[config.mk]
export PLATFORM = sky130hd
export DESIGN_NAME = prt_dp_pm_hpd_rx_mch_flat
export DESIGN_NICKNAME = d
export VERILOG_FILES = /design/src/rtl/prt_dp_pm_hpd_rx_mch_if.sv /design/src/rtl/prt_dp_pm_hpd_rx_mch.sv /design/src/flat_wrapper.sv
export SDC_FILE = /design/constraint.sdc
export NUM_CORES = 1
export LEC_CHECK = 0
export CAP_MARGIN = 5
export CORE_AREA = 2 2 107 109
export CTS_CLUSTER_DIAMETER = 80
export DETAILED_ROUTE_END_ITERATION = 6
export DIE_AREA = 0 0 109 111
export PLACE_DENSITY = 0.67
export SYNTH_ARGS = -nofsm -noshare
export SYNTH_HDL_FRONTEND = slang
export SYNTH_SLANG_ARGS = --single-unit
[constraint.sdc]
create_clock -name CLK_IN -period 3.75 [get_ports CLK_IN]
set_input_delay 0.5625 -clock CLK_IN [delete_from_list [all_inputs] [get_ports CLK_IN]]
set_output_delay 0.5625 -clock CLK_IN [all_outputs]
set_load 0.02 [all_outputs]
[src/rtl/prt_dp_pm_hpd_rx_mch_if.sv]
// Local bus between the policy maker and its register blocks: 2-bit word address, 32-bit data.
// dout is valid in the cycle that vld is high.
interface prt_dp_lb_if;
  logic [1:0]  ad;
  logic        wr;
  logic        rd;
  logic [31:0] din;
  logic [31:0] dout;
  logic        vld;

  modport lb_in  (input ad, wr, rd, din, output dout, vld);
  modport lb_out (output ad, wr, rd, din, input dout, vld);
endinterface

[src/rtl/prt_dp_pm_hpd_rx_mch.sv]
// Multi-channel programmable HPD generator for DP sink ports (plug, unplug, IRQ low pulse).
// Define PRT_DP_PM_HPD_RX_MCH_IRQ_EN to build the sticky done flags, irq_en and IRQ_OUT.
module prt_dp_pm_hpd_rx_mch #(
  parameter int unsigned P_SIM     = 0,
  parameter int unsigned P_CH      = 1,
  parameter int unsigned P_IPW_RST = (P_SIM != 0) ? 5 : 500,
  parameter int unsigned P_HMS_RST = (P_SIM != 0) ? 10 : 2000
) (
  input  logic            CLK_IN,
  input  logic            RST_IN,
  prt_dp_lb_if.lb_in      LB_IF,
  input  logic            BEAT_IN,
  output logic [P_CH-1:0] HPD_OUT,
  output logic            IRQ_OUT
);

  localparam int unsigned CW = 16;
  localparam int unsigned DW = 32;
  localparam logic [1:0]  ADR_CTL = 2'd0;
  localparam logic [1:0]  ADR_CMD = 2'd1;
  localparam logic [1:0]  ADR_STA = 2'd2;
  localparam logic [1:0]  ADR_TIM = 2'd3;

  typedef enum logic [1:0] {
    ST_RST  = 2'd0,
    ST_IDLE = 2'd1,
    ST_IRQ  = 2'd2
  } state_t;

  logic            r_beat_d;
  logic            w_beat_re;
  logic            r_lb_wr;
  logic [1:0]      r_lb_adr;
  logic [DW-1:0]   r_lb_din;
  logic            r_lb_vld;
  logic            w_wr_ctl;
  logic            w_wr_cmd;
  logic            w_wr_sta;
  logic            w_wr_tim;
  logic [DW-1:0]   w_dout;

  logic            r_run;
  logic [CW-1:0]   r_ipw;
  logic [CW-1:0]   r_hms;

  state_t          r_state     [P_CH];
  state_t          w_nxt_state [P_CH];
  logic [CW-1:0]   r_cnt       [P_CH];
  logic [P_CH-1:0] r_pin;
  logic [P_CH-1:0] r_pend_unp;
  logic [P_CH-1:0] r_pend_plg;
  logic [P_CH-1:0] r_pend_irq;
  logic [P_CH-1:0] w_set_unp;
  logic [P_CH-1:0] w_set_plg;
  logic [P_CH-1:0] w_set_irq;
  logic [P_CH-1:0] w_clr_unp;
  logic [P_CH-1:0] w_clr_plg;
  logic [P_CH-1:0] w_clr_irq;
  logic [P_CH-1:0] w_pin_set;
  logic [P_CH-1:0] w_pin_clr;
  logic [P_CH-1:0] w_ld_hms;
  logic [P_CH-1:0] w_ld_ipw;
  logic [P_CH-1:0] w_busy;
  logic [P_CH-1:0] w_done;
  logic            w_irq_en;

`ifdef PRT_DP_PM_HPD_RX_MCH_IRQ_EN
  logic            r_irq_en;
  logic            r_irq;
  logic [P_CH-1:0] r_done;
  logic [P_CH-1:0] w_done_set;
  logic [P_CH-1:0] w_done_clr;
`endif

  // Bus capture: writes take effect one cycle after the bus cycle
  always_ff @(posedge CLK_IN or negedge RST_IN) begin
    if (!RST_IN) begin
      r_beat_d <= 1'b0;
      r_lb_wr  <= 1'b0;
      r_lb_adr <= '0;
      r_lb_din <= '0;
      r_lb_vld <= 1'b0;
    end else begin
      r_beat_d <= BEAT_IN;
      r_lb_wr  <= LB_IF.wr;
      r_lb_adr <= LB_IF.ad;
      r_lb_din <= LB_IF.din;
      r_lb_vld <= LB_IF.rd;
    end
  end

  assign w_beat_re = BEAT_IN & ~r_beat_d;
  assign w_wr_ctl  = r_lb_wr && (r_lb_adr == ADR_CTL);
  assign w_wr_cmd  = r_lb_wr && (r_lb_adr == ADR_CMD);
  assign w_wr_sta  = r_lb_wr && (r_lb_adr == ADR_STA);
  assign w_wr_tim  = r_lb_wr && (r_lb_adr == ADR_TIM);

  always_ff @(posedge CLK_IN or negedge RST_IN) begin
    if (!RST_IN) begin
      r_run <= 1'b0;
      r_ipw <= CW'(P_IPW_RST);
      r_hms <= CW'(P_HMS_RST);
    end else begin
      if (w_wr_ctl) r_run <= r_lb_din[0];
      if (w_wr_tim) begin
        r_ipw <= r_lb_din[15:0];
        r_hms <= r_lb_din[31:16];
      end
    end
  end

  // Command decode; out-of-range channels match nothing
  always_comb begin
    w_set_unp = '0;
    w_set_plg = '0;
    w_set_irq = '0;
    for (int n = 0; n < P_CH; n++) begin
      if (w_wr_cmd && r_run && (r_lb_din[1:0] == 2'(n))) begin
        w_set_unp[n] = r_lb_din[2];
        w_set_plg[n] = r_lb_din[3];
        w_set_irq[n] = r_lb_din[4];
      end
    end
  end

  always_ff @(posedge CLK_IN or negedge RST_IN) begin
    if (!RST_IN) begin
      for (int n = 0; n < P_CH; n++) r_state[n] <= ST_RST;
    end else begin
      for (int n = 0; n < P_CH; n++) r_state[n] <= w_nxt_state[n];
    end
  end

  // Per-channel next state and actions; plug may preempt spacing, unplug/irq wait for it
  always_comb begin
    w_pin_set = '0;
    w_pin_clr = '0;
    w_ld_hms  = '0;
    w_ld_ipw  = '0;
    w_clr_unp = '0;
    w_clr_plg = '0;
    w_clr_irq = '0;
    w_busy    = '0;
`ifdef PRT_DP_PM_HPD_RX_MCH_IRQ_EN
    w_done_set = '0;
`endif
    for (int n = 0; n < P_CH; n++) begin
      w_nxt_state[n] = r_state[n];
      case (r_state[n])
        ST_RST: begin
          w_pin_clr[n]   = 1'b1;
          w_nxt_state[n] = ST_IDLE;
        end
        ST_IDLE: begin
          if (r_pend_unp[n] && (r_cnt[n] == '0)) begin
            w_pin_clr[n] = 1'b1;
            w_clr_unp[n] = 1'b1;
          end else if (r_pend_plg[n]) begin
            w_pin_set[n] = 1'b1;
            w_ld_hms[n]  = 1'b1;
            w_clr_plg[n] = 1'b1;
          end else if (r_pend_irq[n] && (r_cnt[n] == '0)) begin
            w_pin_clr[n]   = 1'b1;
            w_ld_ipw[n]    = 1'b1;
            w_clr_irq[n]   = 1'b1;
            w_nxt_state[n] = ST_IRQ;
          end
        end
        ST_IRQ: begin
          w_busy[n] = 1'b1;
          if (r_cnt[n] == '0) begin
            w_pin_set[n]   = 1'b1;
            w_ld_hms[n]    = 1'b1;
            w_nxt_state[n] = ST_IDLE;
`ifdef PRT_DP_PM_HPD_RX_MCH_IRQ_EN
            w_done_set[n]  = 1'b1;
`endif
          end
        end
        default: w_nxt_state[n] = ST_RST;
      endcase
      if (!r_run) w_nxt_state[n] = ST_RST;
    end
  end

  // Pins, pending flags and counters; run=0 holds everything cleared
  always_ff @(posedge CLK_IN or negedge RST_IN) begin
    if (!RST_IN) begin
      r_pin      <= '0;
      r_pend_unp <= '0;
      r_pend_plg <= '0;
      r_pend_irq <= '0;
      for (int n = 0; n < P_CH; n++) r_cnt[n] <= '0;
    end else if (!r_run) begin
      r_pin      <= '0;
      r_pend_unp <= '0;
      r_pend_plg <= '0;
      r_pend_irq <= '0;
      for (int n = 0; n < P_CH; n++) r_cnt[n] <= '0;
    end else begin
      r_pin      <= (r_pin & ~w_pin_clr) | w_pin_set;
      r_pend_unp <= (r_pend_unp & ~w_clr_unp) | w_set_unp;
      r_pend_plg <= (r_pend_plg & ~w_clr_plg) | w_set_plg;
      r_pend_irq <= (r_pend_irq & ~w_clr_irq) | w_set_irq;
      for (int n = 0; n < P_CH; n++) begin
        if (w_ld_hms[n])                         r_cnt[n] <= r_hms;
        else if (w_ld_ipw[n])                    r_cnt[n] <= r_ipw;
        else if (w_beat_re && (r_cnt[n] != '0))  r_cnt[n] <= r_cnt[n] - CW'(1);
      end
    end
  end

`ifdef PRT_DP_PM_HPD_RX_MCH_IRQ_EN
  always_comb begin
    w_done_clr = '0;
    for (int n = 0; n < P_CH; n++) w_done_clr[n] = w_wr_sta & r_lb_din[8*n+5];
  end

  // Sticky done: a set in the same cycle as the W1C wins
  always_ff @(posedge CLK_IN or negedge RST_IN) begin
    if (!RST_IN) begin
      r_irq_en <= 1'b0;
      r_done   <= '0;
      r_irq    <= 1'b0;
    end else begin
      if (w_wr_ctl) r_irq_en <= r_lb_din[1];
      r_done <= r_run ? ((r_done & ~w_done_clr) | w_done_set) : '0;
      r_irq  <= r_irq_en & (|r_done);
    end
  end

  assign w_done   = r_done;
  assign w_irq_en = r_irq_en;
  assign IRQ_OUT  = r_irq;
`else
  assign w_done   = '0;
  assign w_irq_en = 1'b0;
  assign IRQ_OUT  = 1'b0;
`endif

  always_comb begin
    w_dout = '0;
    case (r_lb_adr)
      ADR_CTL: w_dout = {30'd0, w_irq_en, r_run};
      ADR_STA: begin
        for (int n = 0; n < P_CH; n++) begin
          w_dout[8*n +: 8] = {2'b00, w_done[n], w_busy[n], r_pend_irq[n],
                              r_pend_plg[n], r_pend_unp[n], r_pin[n]};
        end
      end
      ADR_TIM: w_dout = {r_hms, r_ipw};
      default: w_dout = '0;
    endcase
  end

  assign LB_IF.dout = w_dout;
  assign LB_IF.vld  = r_lb_vld;
  assign HPD_OUT    = r_pin;

endmodule
[src/flat_wrapper.sv]
// flat-port wrapper written by rule: the top's interface ports become plain ports
module prt_dp_pm_hpd_rx_mch_flat 
#(
  parameter int unsigned P_SIM     = 0,
  parameter int unsigned P_CH      = 1,
  parameter int unsigned P_IPW_RST = (P_SIM != 0) ? 5 : 500,
  parameter int unsigned P_HMS_RST = (P_SIM != 0) ? 10 : 2000
)
  (CLK_IN, RST_IN, BEAT_IN, HPD_OUT, IRQ_OUT, LB_IF_ad, LB_IF_wr, LB_IF_rd, LB_IF_din, LB_IF_dout, LB_IF_vld);
  prt_dp_lb_if LB_IF_i ();
  input  logic CLK_IN;
  input  logic RST_IN;
  input  logic BEAT_IN;
  output logic [P_CH-1:0] HPD_OUT;
  output logic IRQ_OUT;
  input wire logic [$bits(LB_IF_i.ad)-1:0] LB_IF_ad;
  input wire logic [$bits(LB_IF_i.wr)-1:0] LB_IF_wr;
  input wire logic [$bits(LB_IF_i.rd)-1:0] LB_IF_rd;
  input wire logic [$bits(LB_IF_i.din)-1:0] LB_IF_din;
  output wire logic [$bits(LB_IF_i.dout)-1:0] LB_IF_dout;
  output wire logic [$bits(LB_IF_i.vld)-1:0] LB_IF_vld;
  assign LB_IF_i.ad = LB_IF_ad;
  assign LB_IF_i.wr = LB_IF_wr;
  assign LB_IF_i.rd = LB_IF_rd;
  assign LB_IF_i.din = LB_IF_din;
  assign LB_IF_dout = LB_IF_i.dout;
  assign LB_IF_vld = LB_IF_i.vld;
  prt_dp_pm_hpd_rx_mch #(.P_SIM(P_SIM), .P_CH(P_CH), .P_IPW_RST(P_IPW_RST), .P_HMS_RST(P_HMS_RST)) u_core (.CLK_IN(CLK_IN), .RST_IN(RST_IN), .LB_IF(LB_IF_i), .BEAT_IN(BEAT_IN), .HPD_OUT(HPD_OUT), .IRQ_OUT(IRQ_OUT));
endmodule
==> results of run 1 <==
power by group through the flow:
stage,combinational [W],clock (W),sequential (W)
after CTS,0.000984,0.000894,0.00132
after detailed placement,0.000973,0,0.00134
after global routing,0.00109,0.000942,0.00134
after global placement,0.000948,0,0.00133
final,0.000977,0.000876,0.00132
after floorplan,0.000757,0,0.00126
critical path: stages, from the launching register on:
cell and delay [ns]:
dfrtp_1 0.40, inv_1 0.11, ha_1 0.15, nor3b_1 0.28, nand4_2 0.21, or3_1 0.82
mux2_2 0.44, mux2i_1 0.12, o21ai_0 0.11
final cells by class:
class | instances | area (um^2)
clock buffers | 12 | 236
multi-input cells | 219 | 1710
repair buffers | 77 | 756
clock inverters | 3 | 47.5
well taps | 143 | 179
inverters | 6 | 22.5
flip-flops and latches | 92 | 2320
fillers | 997 | 5810
cell usage after synthesis, types with 3 or more instances:
cell,n,area share
a21oi_1,6,0.0072
a221o_1,8,0.019
a22oi_1,3,0.0054
and3_1,29,0.044
buf_4,3,0.0054
clkbuf_1,10,0.0090
dfrtp_1,80,0.48
dfstp_2,12,0.076
ha_1,5,0.015
inv_1,5,0.0045
mux2_2,40,0.11
mux2i_1,12,0.029
nand2_1,23,0.021
nand3_1,6,0.0072
nor2_1,15,0.014
nor2b_1,7,0.011
nor3_1,3,0.0036
nor3b_1,3,0.0054
o211a_1,7,0.017
o21ai_0,9,0.011
xnor2_1,5,0.011
xor2_1,10,0.021
routing by layer:
| metal | global-route usage | up-vias | wire, um |
|---|---|---|---|
| li1 | - | 1336 | - |
| met1 | 0.222 | 1417 | 4220 |
| met2 | 0.249 | 50 | 4390 |
| met3 | 0.0218 | 14 | 224 |
| met4 | 0.0701 | 0 | 200 |
| met5 | 0 | - | 0 |
final timing paths:
| path | cells past startpoint | slack, ns | startpoint | endpoint |
|---|---|---|---|---|
| min in group CLK_IN | 1 | 0.47 | u_core.r_lb_din[10]$_DFF_PN0_ | u_core.r_ipw[10]$_DFFE_PN0P_ |
| max in group asynchronous | 2 | 2.51 | RST_IN | u_core.r_hms[6]$_DFFE_PN1P_ |
| worst max register to register | 8 | 0.98 | u_core.r_cnt[0]$_DFFE_PN0P_ | u_core.r_cnt[2]$_DFFE_PN0P_ |
| worst max-delay path | 8 | 0.98 | u_core.r_cnt[0]$_DFFE_PN0P_ | u_core.r_cnt[2]$_DFFE_PN0P_ |
| worst min register to register | 1 | 0.47 | u_core.r_lb_din[10]$_DFF_PN0_ | u_core.r_ipw[10]$_DFFE_PN0P_ |
| worst min-delay path | 1 | 0.37 | RST_IN | u_core.r_lb_din[2]$_DFF_PN0_ |
flip-flops by register name (all words and copies together) (netlist names):
| name | count |
|---|---|
| u_core.r_pend_unp | 1 |
| u_core.r_state | 2 |
| u_core.r_cnt | 16 |
| u_core.HPD_OUT | 1 |
| u_core.r_lb_din | 32 |
| u_core.r_lb_adr | 2 |
| u_core.LB_IF.vld | 1 |
| u_core.r_beat_d | 1 |
| u_core.r_lb_wr | 1 |
| u_core.r_pend_plg | 1 |
| u_core.r_hms | 16 |
| u_core.r_ipw | 16 |
| u_core.r_run | 1 |
| u_core.r_pend_irq | 1 |
logic make-up after synthesis:
family                   after synthesis  share of synthesized area
multiplexers                          53                      0.141
AO/OA/AOI/OAI                         40                     0.0782
flip-flops                            92                      0.557
buffers and inverters                 25                     0.0319
AND/OR/NAND/NOR                      105                      0.145
XOR/XNOR                              15                     0.0316
adder cells (fa/ha/maj)                5                     0.0150
other                                  1                   0.000901
stage by stage:
step           power (W)  cells  hold WS [ns]  worst slack, ns  area [um^2]
4_1_cts          0.00320    552         0.426            0.957         5270
5_1_grt          0.00338    552         0.453            0.706         5270
3_5_place_dp     0.00231    537         0.463            0.981         4980
2_1_floorplan    0.00202    336         0.267             1.45         4160
6_report         0.00317    552         0.368            0.980         5270
3_3_place_gp     0.00228    537         0.460             1.09         4980
==> reports/metrics.cfg, run 1 <==
[die]
fp.coreArea_um2 = 11100
die-width_um = 109
ioPinCount = 74
die_h_um = 111
initial_core_util = 0.376
rows = 39
die_area_um2 = 12100

[finish]
final_common_cell = dfrtp_1
insertedDiodeCount = 0
drive_above_1_share = 0.191
nNetsFinal = 449
fin_util = 0.476
areaGrowthSynthToFinish_pct = 26.6
layout_common_cells = 80 x dfrtp_1, 71 x clkdlybuf4s50_1, 40 x mux2_2

[clocking]
cts_hold_buf = 0
cts_setup_buffers = 0
cts-root-buf = clkbuf_16
cts-htree-levels = 3
cts_tree = built
clock_latency_ns = 0.34
cts.sinks = 92
numCtsBuffers = 9
path_clk_slew_ns = 0.06
ctsResizeCount = 0
cts_buffer_depth = 2

[detailed_routing]
drtIter0Drc = 142
vias = 2817
drt-wirelength-per-cell_um = 16.4
drc = 0
vias_per_cell = 5.10
drtAntennaViolNets = 0
wl_um = 9030
drtPass1Iterations = 4

[synthesis]
synth_edf_count = 0
synth_cell_types = 49
seq_area_frac_synth = 0.557
synthesis.area_um2 = 4160
syn_inst = 336
ys_ff_latch = 92
synthFlopType = dfrtp_1
avgSynthCellArea_um2 = 12.4
yosys_warnings = 0
syn_nets = 380
synthArstFlopShare = 1.00

[global_route]
antenna_found_initial = 0
grt_pass1_wl_um = 14900
grt_pass1_vias = 2921
grt_overflow_total = 0
grt_max_degree = 79
grt.total_usage = 0.160

[critical_path]
start_kind = register
arrival_ns = 2.98
cp-end-kind = register
required_ns = 3.96
setup.worst_path.class = register to register
crit_fanout = 26

[power_and_ir_drop]
clkPwrFrac = 0.276
pwr-share-comb = 0.308
seqPwrFrac = 0.416
power_leakage_nw = 2.40
ir_worst_vdd_mv = 0.285
internal-power_w = 0.00216
p_sw_w = 0.00101
p_per_area_nw_per_um2 = 602
p_sw_frac = 0.318

[timing]
period_needed_ns = 2.77
rsz0062_at_grt = false
setup_viol = 0
drv_slew = 0
slew_headroom = 0.351
setup_tns_ns = 0
worst_slew_pin_slew_ns = 0.973
skew_ns = 0.00567
max_freq_mhz = 361
fin_crit_sh = 0.739
hold_viol = 0

[placed_design]
port_buffers = 72
place_congestion = 0.843
dp_hpwl_um = 6340

[worst_hold_path]
hold_path_class = primary input to asynchronous set/reset pin

[run]
cap_violations = 0

[run_status]
status = finished, final reports clean

No activity file was read; power rests on OpenSTA's default activity.
==> run 2, diff against run 1 <==
PLACE_DENSITY = 0.69   (was 0.67)
clock period = 2.5 ns   (was 3.75 ns; I/O delays follow)
==> run 2 against run 1 <==
Against the previous run: clock power increased by 54%; first-iteration DRC count grew 14%; utilization up 1.1 points; cell area grew 2.3%; power up 55%; critical path type is now register to primary output.
==> reports/metrics.cfg, run 2 (synthesis gave the netlist of run 1 again) <==
[run_status]
status = finished, final reports clean

[worst_hold_path]
hold_path_class = primary input to asynchronous set/reset pin

[power_and_ir_drop]
p_sw_w = 0.00157  ; +56%
p_per_area_nw_per_um2 = 911  ; +51%
pwr-share-comb = 0.325  ; +0.017
p_sw_frac = 0.321  ; +0.00223
ir_worst_vdd_mv = 0.511  ; +80%
internal-power_w = 0.00334  ; +54%
clkPwrFrac = 0.274  ; -0.002
seqPwrFrac = 0.401  ; -0.015
power_leakage_nw = 2.46  ; +2.2%

[global_route]
grt_pass1_wl_um = 15300  ; +2.3%
antenna_found_initial = 0  ; unchanged
met1_usage = 0.225  ; +0.00243
grt_overflow_total = 0  ; unchanged
use_met3 = 0.0329  ; +0.0112
grt.total_usage = 0.162  ; +0.00191
grt_pass1_vias = 3018  ; +3.3%
grt_busiest_layer = met2
grt_max_degree = 52  ; -34%
met2_usage = 0.249  ; unchanged

[clocking]
clock_latency_ns = 0.35  ; about the same
numCtsBuffers = 9  ; unchanged
cts_hold_buf = 0  ; unchanged
cts_buffer_depth = 2  ; unchanged
path_clk_slew_ns = 0.06  ; about the same
cts.sinks = 92  ; unchanged
cts-root-buf = clkbuf_16
cts_tree = built
cts-htree-levels = 3  ; unchanged

[critical_path]
cp-end-kind = primary output
r2r_cells = 7  ; -1
arrival_ns = 1.99  ; -0.99 ns
r2r-start = u_core.r_cnt[9]$_DFFE_PN0P_
start_kind = register
crit_fanout = 5  ; -81%
required_ns = 2.12  ; -1.84 ns
rr_endpoint = u_core.r_cnt[15]$_DFFE_PN0P_
setup.worst_path.class = register to primary output
reg2reg_slack_ns = 0.14  ; -0.84 ns

[die]
die-width_um = 109  ; unchanged
initial_core_util = 0.376  ; unchanged
die_h_um = 111  ; unchanged
fp.coreArea_um2 = 11100  ; unchanged
rows = 39  ; unchanged
die_area_um2 = 12100  ; unchanged
ioPinCount = 74  ; unchanged

[detailed_routing]
drc = 0  ; unchanged
vias_per_cell = 5.11  ; +0.20%
drtIter0Drc = 162  ; +14%
drt-wirelength-per-cell_um = 16.3  ; -0.48%
vias = 2884  ; +2.4%
drtPass1Iterations = 4  ; unchanged
drtAntennaViolNets = 0  ; unchanged
wl_um = 9180  ; +1.7%

[finish]
areaGrowthSynthToFinish_pct = 29.6
drive_above_1_share = 0.226  ; +0.0349
fin_area_um2 = 5390  ; +2.3%
insertedDiodeCount = 0  ; unchanged
layout_common_cells = 80 x dfrtp_1, 71 x clkdlybuf4s50_1, 40 x mux2_2
top_register = u_core.r_lb_din
final_common_cell = dfrtp_1
largest_reg_flops = 32  ; unchanged
nNetsFinal = 460  ; +2.4%

[timing]
worst_slew_pin_slew_ns = 0.633  ; -0.341 ns
period_needed_ns = 2.36
whs_ns = 0.0494  ; -0.318 ns
fin_crit_sh = 0.945
slew_headroom = 0.578  ; +0.227
setup_viol = 0  ; unchanged
drv_slew = 0  ; unchanged
hold_viol = 0  ; unchanged
skew_ns = 0.00649  ; +0.000820 ns
max_freq_mhz = 423

[placed_design]
dp_hpwl_um = 6550  ; +3.2%
placed_area_um2 = 5060  ; +1.6%
place_congestion = 0.896  ; +6.3%
port_buffers = 72  ; unchanged

[run]
cap_violations = 0  ; unchanged

## run 2: timing repair
item,4_1_cts,5_1_grt
gates cloned,0,0
setup endpoints to repair,1,16
setup buffers,0,2
gates resized for setup,1,3
pin swaps,0,1
## run 2: stage by stage
step	worst slack (ns)	cells	total power, W	utilization	TNS [ns]
2_1_floorplan	0.204	336	0.00303	-	0
3_3_place_gp	0.122	546	0.00348	0.457	0
3_5_place_dp	0.00667	546	0.00353	0.457	0
4_1_cts	0.0378	562	0.00487	0.484	0
5_1_grt	-0.0214	564	0.00520	0.487	-0.0265
6_report	0.138	564	0.00491	0.487	0
## run 2: worst max-delay path by stage
stage / endpoint / start / depth (start not counted)
finish: LB_IF_dout[4] / u_core.r_state[0]$_DFFE_PN0P_ / 5
detailed placement: u_core.r_cnt[9]$_DFFE_PN0P_ / u_core.r_cnt[0]$_DFFE_PN0P_ / 8
global placement: u_core.r_cnt[8]$_DFFE_PN0P_ / u_core.r_cnt[0]$_DFFE_PN0P_ / 8
floorplan: u_core.r_cnt[0]$_DFFE_PN0P_ / u_core.r_cnt[0]$_DFFE_PN0P_ / 10
global route: u_core.r_cnt[12]$_DFFE_PN0P_ / u_core.r_cnt[0]$_DFFE_PN0P_ / 9
CTS: u_core.r_cnt[0]$_DFFE_PN0P_ / u_core.r_cnt[0]$_DFFE_PN0P_ / 9
## run 2: power groups by stage
stage          Clock, W  Combinational, W  Sequential, W
2_1_floorplan         0           0.00113        0.00189
3_3_place_gp          0           0.00150        0.00198
3_5_place_dp          0           0.00154        0.00199
4_1_cts         0.00136           0.00155        0.00196
5_1_grt         0.00144           0.00177        0.00200
6_report        0.00135           0.00160        0.00197
## run 2: layer usage
| layer | vias up | share of wire | wire, um |
|---|---|---|---|
| met4 | 0 | 0.016 | 150 |
| met3 | 11 | 0.032 | 293 |
| met5 | - | 0 | 0 |
| met1 | 1459 | 0.45 | 4160 |
| met2 | 57 | 0.50 | 4580 |
| li1 | 1357 | - | - |
## run 2: cell type report
class | instances | area, um^2
tap | 143 | 179
timing repair buffer | 88 | 851
clock inverter | 5 | 61.3
multi-input combinational | 219 | 1730
fill | 1002 | 5690
sequential | 92 | 2320
inverter | 6 | 22.5
clock buffer | 11 | 233
## run 2: critical path: stages (launching register included)
cell and delay [ns]:
dfrtp_1 0.41, inv_1 0.10, ha_1 0.29, mux2i_1 0.12
nor2b_1 0.12, clkdlybuf4s50_1 0.61
